===== src/rtl/wb_mem_arbiter_if.sv =====
// Wishbone classic bus bundle for one line-based port (cyc/stb/we/sel/adr/data/ack/err).
// The physical memory side has no error line, so err is omitted from the master modport.
interface wb_mem_arbiter_if #(
  parameter int ADR_W = 12,
  parameter int DAT_W = 128
);
  logic               cyc;
  logic               stb;
  logic               we;
  logic [DAT_W/8-1:0] sel;
  logic [ADR_W-1:0]   adr;
  logic [DAT_W-1:0]   dat_m;
  logic [DAT_W-1:0]   dat_s;
  logic               ack;
  logic               err;

  modport master (output cyc, stb, we, sel, adr, dat_m, input dat_s, ack);
  modport slave  (input cyc, stb, we, sel, adr, dat_m, output dat_s, ack, err);
endinterface


===== src/rtl/wb_mem_arbiter.sv =====
// Two-master (ifetch, dmem) to one-slave Wishbone arbiter with slave-response timeout.
// Optional macro WB_ARB_ROUND_ROBIN_EN: ties alternate instead of fixed DMEM priority.
module wb_mem_arbiter #(
  parameter int TIMEOUT = 64,
  parameter int ADR_W   = 12,
  parameter int DAT_W   = 128
) (
  input  logic              clk,
  input  logic              rst,
  wb_mem_arbiter_if.slave   ifetch,
  wb_mem_arbiter_if.slave   dmem,
  wb_mem_arbiter_if.master  pmem
);
  localparam int SEL_W = DAT_W / 8;
  localparam int CNT_W = (TIMEOUT > 1) ? $clog2(TIMEOUT + 1) : 1;
  localparam logic [CNT_W-1:0] CNT_MAX  = CNT_W'(TIMEOUT);
  localparam logic [CNT_W-1:0] CNT_LAST = CNT_W'((TIMEOUT > 0) ? TIMEOUT - 1 : 0);

  typedef enum logic [1:0] {IDLE, G_IFETCH, G_DMEM} state_t;

  state_t           state_reg;
  state_t           state_next;
  logic [CNT_W-1:0] cnt_reg;
  logic             ifetch_req;
  logic             dmem_req;
  logic             timeout_hit;

  assign ifetch_req = ifetch.cyc & ifetch.stb;
  assign dmem_req   = dmem.cyc & dmem.stb;

  // Read data is broadcast; masters qualify it with their own ack.
  assign ifetch.dat_s = pmem.dat_s;
  assign dmem.dat_s   = pmem.dat_s;

  // An ack in the final allowed cycle beats the error.
  assign timeout_hit = (TIMEOUT != 0) && (state_reg != IDLE) &&
                       (cnt_reg == CNT_LAST) && !pmem.ack;

`ifdef WB_ARB_ROUND_ROBIN_EN
  typedef enum logic {GRANT_IFETCH, GRANT_DMEM} grant_t;
  grant_t last_grant_reg;

  always_ff @(posedge clk or posedge rst) begin
    if (rst) begin
      last_grant_reg <= GRANT_IFETCH;
    end else if (state_reg != IDLE && state_next == IDLE) begin
      last_grant_reg <= (state_reg == G_DMEM) ? GRANT_DMEM : GRANT_IFETCH;
    end
  end
`endif

  always_ff @(posedge clk or posedge rst) begin
    if (rst) begin
      state_reg <= IDLE;
      cnt_reg   <= '0;
    end else begin
      state_reg <= state_next;
      // IDLE always separates grants, so clearing here clears on grant entry.
      if (state_reg == IDLE) begin
        cnt_reg <= '0;
      end else if (!pmem.ack && cnt_reg != CNT_MAX) begin
        cnt_reg <= cnt_reg + 1'b1;
      end
    end
  end

  always_comb begin
    state_next  = state_reg;
    pmem.cyc    = 1'b0;
    pmem.stb    = 1'b0;
    pmem.we     = 1'b0;
    pmem.sel    = {SEL_W{1'b0}};
    pmem.adr    = {ADR_W{1'b0}};
    pmem.dat_m  = {DAT_W{1'b0}};
    ifetch.ack  = 1'b0;
    ifetch.err  = 1'b0;
    dmem.ack    = 1'b0;
    dmem.err    = 1'b0;
    case (state_reg)
      IDLE: begin
        if (ifetch_req && dmem_req) begin
`ifdef WB_ARB_ROUND_ROBIN_EN
          state_next = (last_grant_reg == GRANT_DMEM) ? G_IFETCH : G_DMEM;
`else
          state_next = G_DMEM;
`endif
        end else if (dmem_req) begin
          state_next = G_DMEM;
        end else if (ifetch_req) begin
          state_next = G_IFETCH;
        end
      end
      G_IFETCH: begin
        pmem.cyc   = ifetch.cyc;
        pmem.stb   = ifetch.stb;
        pmem.we    = ifetch.we;
        pmem.sel   = ifetch.sel;
        pmem.adr   = ifetch.adr;
        pmem.dat_m = ifetch.dat_m;
        ifetch.ack = pmem.ack;
        ifetch.err = timeout_hit;
        if (pmem.ack || timeout_hit || !ifetch.cyc) begin
          state_next = IDLE;
        end
      end
      G_DMEM: begin
        pmem.cyc   = dmem.cyc;
        pmem.stb   = dmem.stb;
        pmem.we    = dmem.we;
        pmem.sel   = dmem.sel;
        pmem.adr   = dmem.adr;
        pmem.dat_m = dmem.dat_m;
        dmem.ack   = pmem.ack;
        dmem.err   = timeout_hit;
        if (pmem.ack || timeout_hit || !dmem.cyc) begin
          state_next = IDLE;
        end
      end
      default: state_next = IDLE;
    endcase
  end
endmodule


===== src/flat_wrapper.sv =====
// flat-port wrapper written by rule: the top's interface ports become plain ports
module wb_mem_arbiter_flat 
#(
  parameter int TIMEOUT = 64,
  parameter int ADR_W   = 12,
  parameter int DAT_W   = 128
)
  (clk, rst, ifetch_cyc, ifetch_stb, ifetch_we, ifetch_sel, ifetch_adr, ifetch_dat_m, ifetch_dat_s, ifetch_ack, ifetch_err, dmem_cyc, dmem_stb, dmem_we, dmem_sel, dmem_adr, dmem_dat_m, dmem_dat_s, dmem_ack, dmem_err, pmem_cyc, pmem_stb, pmem_we, pmem_sel, pmem_adr, pmem_dat_m, pmem_dat_s, pmem_ack);
  wb_mem_arbiter_if #(.ADR_W(ADR_W), .DAT_W(DAT_W)) ifetch_i ();
  wb_mem_arbiter_if #(.ADR_W(ADR_W), .DAT_W(DAT_W)) dmem_i ();
  wb_mem_arbiter_if #(.ADR_W(ADR_W), .DAT_W(DAT_W)) pmem_i ();
  input  logic clk;
  input  logic rst;
  input wire logic [$bits(ifetch_i.cyc)-1:0] ifetch_cyc;
  input wire logic [$bits(ifetch_i.stb)-1:0] ifetch_stb;
  input wire logic [$bits(ifetch_i.we)-1:0] ifetch_we;
  input wire logic [$bits(ifetch_i.sel)-1:0] ifetch_sel;
  input wire logic [$bits(ifetch_i.adr)-1:0] ifetch_adr;
  input wire logic [$bits(ifetch_i.dat_m)-1:0] ifetch_dat_m;
  output wire logic [$bits(ifetch_i.dat_s)-1:0] ifetch_dat_s;
  output wire logic [$bits(ifetch_i.ack)-1:0] ifetch_ack;
  output wire logic [$bits(ifetch_i.err)-1:0] ifetch_err;
  input wire logic [$bits(dmem_i.cyc)-1:0] dmem_cyc;
  input wire logic [$bits(dmem_i.stb)-1:0] dmem_stb;
  input wire logic [$bits(dmem_i.we)-1:0] dmem_we;
  input wire logic [$bits(dmem_i.sel)-1:0] dmem_sel;
  input wire logic [$bits(dmem_i.adr)-1:0] dmem_adr;
  input wire logic [$bits(dmem_i.dat_m)-1:0] dmem_dat_m;
  output wire logic [$bits(dmem_i.dat_s)-1:0] dmem_dat_s;
  output wire logic [$bits(dmem_i.ack)-1:0] dmem_ack;
  output wire logic [$bits(dmem_i.err)-1:0] dmem_err;
  output wire logic [$bits(pmem_i.cyc)-1:0] pmem_cyc;
  output wire logic [$bits(pmem_i.stb)-1:0] pmem_stb;
  output wire logic [$bits(pmem_i.we)-1:0] pmem_we;
  output wire logic [$bits(pmem_i.sel)-1:0] pmem_sel;
  output wire logic [$bits(pmem_i.adr)-1:0] pmem_adr;
  output wire logic [$bits(pmem_i.dat_m)-1:0] pmem_dat_m;
  input wire logic [$bits(pmem_i.dat_s)-1:0] pmem_dat_s;
  input wire logic [$bits(pmem_i.ack)-1:0] pmem_ack;
  assign ifetch_i.cyc = ifetch_cyc;
  assign ifetch_i.stb = ifetch_stb;
  assign ifetch_i.we = ifetch_we;
  assign ifetch_i.sel = ifetch_sel;
  assign ifetch_i.adr = ifetch_adr;
  assign ifetch_i.dat_m = ifetch_dat_m;
  assign ifetch_dat_s = ifetch_i.dat_s;
  assign ifetch_ack = ifetch_i.ack;
  assign ifetch_err = ifetch_i.err;
  assign dmem_i.cyc = dmem_cyc;
  assign dmem_i.stb = dmem_stb;
  assign dmem_i.we = dmem_we;
  assign dmem_i.sel = dmem_sel;
  assign dmem_i.adr = dmem_adr;
  assign dmem_i.dat_m = dmem_dat_m;
  assign dmem_dat_s = dmem_i.dat_s;
  assign dmem_ack = dmem_i.ack;
  assign dmem_err = dmem_i.err;
  assign pmem_cyc = pmem_i.cyc;
  assign pmem_stb = pmem_i.stb;
  assign pmem_we = pmem_i.we;
  assign pmem_sel = pmem_i.sel;
  assign pmem_adr = pmem_i.adr;
  assign pmem_dat_m = pmem_i.dat_m;
  assign pmem_i.dat_s = pmem_dat_s;
  assign pmem_i.ack = pmem_ack;
  wb_mem_arbiter #(.TIMEOUT(TIMEOUT), .ADR_W(ADR_W), .DAT_W(DAT_W)) u_core (.clk(clk), .rst(rst), .ifetch(ifetch_i), .dmem(dmem_i), .pmem(pmem_i));
endmodule

===== config.mk =====
export PLATFORM = sky130hd
export DESIGN_NAME = wb_mem_arbiter_flat
export DESIGN_NICKNAME = d
export VERILOG_FILES = /design/src/rtl/wb_mem_arbiter_if.sv /design/src/rtl/wb_mem_arbiter.sv /design/src/flat_wrapper.sv
export SDC_FILE = /design/constraint.sdc
export NUM_CORES = 1
export LEC_CHECK = 0
export BUFFER_PORTS_ARGS = -buffer_cell sky130_fd_sc_hd__buf_4
export CAP_MARGIN = 40
export CORE_AREA = 2 2 334 336
export DETAILED_ROUTE_END_ITERATION = 10
export DIE_AREA = 0 0 336 338
export GPL_TIMING_DRIVEN = 1
export RECOVER_POWER = 50
export SETUP_SLACK_MARGIN = 0.02
export SYNTH_ARGS = -nofsm -noshare
export SYNTH_HDL_FRONTEND = slang
export SYNTH_SLANG_ARGS = --single-unit

===== constraint.sdc =====
create_clock -name clk -period 2.74 [get_ports clk]
set_input_delay 0.274 -clock clk [delete_from_list [all_inputs] [get_ports clk]]
set_output_delay 0.274 -clock clk [all_outputs]
set_load 0.1 [all_outputs]

==> qor.csv <==
metric;value;unit
status;finished, final reports clean;
CP endpoint kind;primary output;
# port buffers;483;
dpl ws;0.0730;ns
Net Count, Synth;1144;
share of power burned in registers;0.013;
Largest register FFs;7;
Initial Utilization;0.0450;
htree depth;1;
total power draw;14500;uW
crit path DAT;2.30;ns
CP most frequent cell;buf_4;
Die X;336;um
Core Box Area;110000;um2
synthesized area;4950;um2
CTS Hold Bufs;0;
CTS Buf Count;3;
GRT Total Usage;0.117;
CP Data Required Time;2.47;ns
period utilization;0.939;
share of layout cells above drive strength 1;0.765;
Tightest Hold Check Type;input pin to asynchronous set/reset pin;
Clock Tree Root;clkbuf_16;
Primary FF master, synth;dfrtp_1;
Antenna Nets Post-Route;0;
Comb power frac;0.969;
Sw Share;0.708;
via count;5866;
Post-synth EDFFs;0;
clk_skew;0.00127;ns
R2R setup slack;0.72;ns
Pins Over Slew Limit;0;
initial antenna violation count;21;
CP startpoint kind;flip-flop;
pin count of the biggest net entering global routing;48;
Final min period;2.57;ns
wire length per cell;29.7;um
sequential area share after synthesis;0.0455;
cell area power density;1510;nW/um2
DRC;0;
final hold vios;0;
most frequent cells in the layout;buf_4 (453), nor2b_2 (158), a22oi_1 (152), buf_12 (49), dfrtp_1 (9);
P&R area growth vs syn;94.4;%
CTS tree;yes;
RSZ-0062 raised after global routing;false;
setup bufs post-CTS;0;
Yosys warning count;0;
max incr delay on CP;0.70;ns
post_cts resized;6;
std cell rows;122;
die height;338;um
CP Cell Sequence;inv_1 > ha_4 > buf_4 > a22oi_2 > nor2b_2 > buf_4;
Top Ports;868;
Sw Pwr;10300;uW
GRT overflow;0;
die area;114000;um2
WHS;0.0196;ns
Final nets;1343;
worst-case clock buffer depth;2;
CTS Sinks;9;
total leakage power;0.00361;uW
first-pass GRT wire length;80500;um
HPWL Detailed;66000;um
Netlist cell types;35;
clk_lat worst skew;0.24;ns
peak supply drop;0.764;mV
Mapped Cells;690;
# fillers;12900;
Rel. slew slack;0.445;
internal power;4250;uW
clock slew at reported path FFs;0.04;ns
DRC marker count from the first detailed-route iteration;247;
max-cap violation count;0;
flops & latches, synth;9;
wirelength, routed;70900;um
maximum fanout along the worst path;36;
vias in the first global route;5666;
Setup WS post-layout;0.166;ns
most common cell after layout, fill and taps aside;buf_4;
TNS Setup;0;ns
final core occ;0.0875;
Slew @ Worst Pin;0.832;ns
Final setup viols;0;
Synth async-reset ratio;1.00;
Max Freq;0.389;GHz
clock power share;0.018;
vias per cell;2.46;
First-pass DRT Iterations;4;
Crit Path Class;flip-flop to primary output;
CP max-delay cell;a22oi_2;
gpl congestion;0.785;
syn_area_per_cell;7.18;um2
[cell type report]
| cell class | count | area (um2) | share of cell area |
|---|---|---|---|
| timing repair buffer | 504 | 4400 | 0.457 |
| multi-input combinational | 365 | 3010 | 0.313 |
| tap | 1488 | 1860 | 0.193 |
| sequential | 9 | 225 | 0.0234 |
| clock buffer | 4 | 78.8 | 0.00819 |
| antenna | 10 | 25.0 | 0.00260 |
| inverter | 6 | 22.5 | 0.00234 |
[metal layers]
metal | up-vias | share of wire | track usage
li1 | 2539 | - | -
met1 | 2591 | 0.38 | 0.134
met2 | 635 | 0.43 | 0.178
met3 | 73 | 0.17 | 0.0844
met4 | 28 | 0.015 | 0.0157
met5 | - | 0.0026 | 0
[power groups by stage]
stage	Clock [uW]	Combinational, uW	Sequential, uW
5_1_grt	270	14700	194
3_3_place_gp	0	14400	190
2_1_floorplan	0	11000	181
6_report	260	14100	191
3_5_place_dp	0	14500	191
4_1_cts	264	14500	190
[cells by family (layout without fill, tap and decap cells)]
family                   after synthesis  in the layout  synth area share
AO/OA/AOI/OAI                        173            173             0.264
other                                  0             10                 0
multiplexers                           2              2           0.00430
buffers and inverters                316            514             0.440
flip-flops                             9              9            0.0455
AND/OR/NAND/NOR                      183            183             0.230
XOR/XNOR                               2              2           0.00354
adder cells (fa/ha/maj)                5              5            0.0126
[worst max-delay path, delay by kind of cell (launching register included)]
family,cells,cell delay (ns)
DFF,1,0.37
and+or+nand+nor,1,0.09
buffers and inverters,3,0.64
AOI/OAI and AO/OA,1,0.70
adders and majority gates,1,0.21
[stage by stage]
stage,cell area [um2],cells
3_3_place_gp,9480,2371
2_1_floorplan,5350,690
6_report,9630,2386
3_5_place_dp,9490,2372
4_1_cts,9600,2376
5_1_grt,9610,2379
[Yosys cell counts, types with 2 or more instances]
master / instances / share of area
buf_4: 256 / 0.39
nand2_1: 2 / 0.0015
a21oi_1: 3 / 0.0030
and2_1: 2 / 0.0025
or3_1: 2 / 0.0025
clkbuf_1: 27 / 0.020
buf_2: 24 / 0.024
inv_1: 6 / 0.0045
nand2b_1: 3 / 0.0038
ha_1: 5 / 0.013
a22oi_1: 158 / 0.24
buf_1: 3 / 0.0023
nand4b_1: 2 / 0.0035
nor2b_1: 159 / 0.20
a311o_1: 2 / 0.0040
xor2_1: 2 / 0.0035
nor2_1: 6 / 0.0045
o21ai_0: 2 / 0.0020
dfrtp_1: 9 / 0.045
and3_1: 2 / 0.0025
[path summary, 6_finish.rpt]
check / startpoint / endpoint / cells past startpoint
min in group clk: dmem_stb / u_core.state_reg[1] / 3
worst max-delay path: u_core.state_reg[1] / pmem_dat_m[97] / 6
worst max register to register: u_core.state_reg[0] / u_core.state_reg[0] / 6
max in group asynchronous: rst / u_core.cnt_reg[0] / 2
worst min register to register: u_core.cnt_reg[1] / u_core.cnt_reg[1] / 2
worst min-delay path: rst / u_core.cnt_reg[3] / 2
No activity file was read; power rests on OpenSTA's default activity.
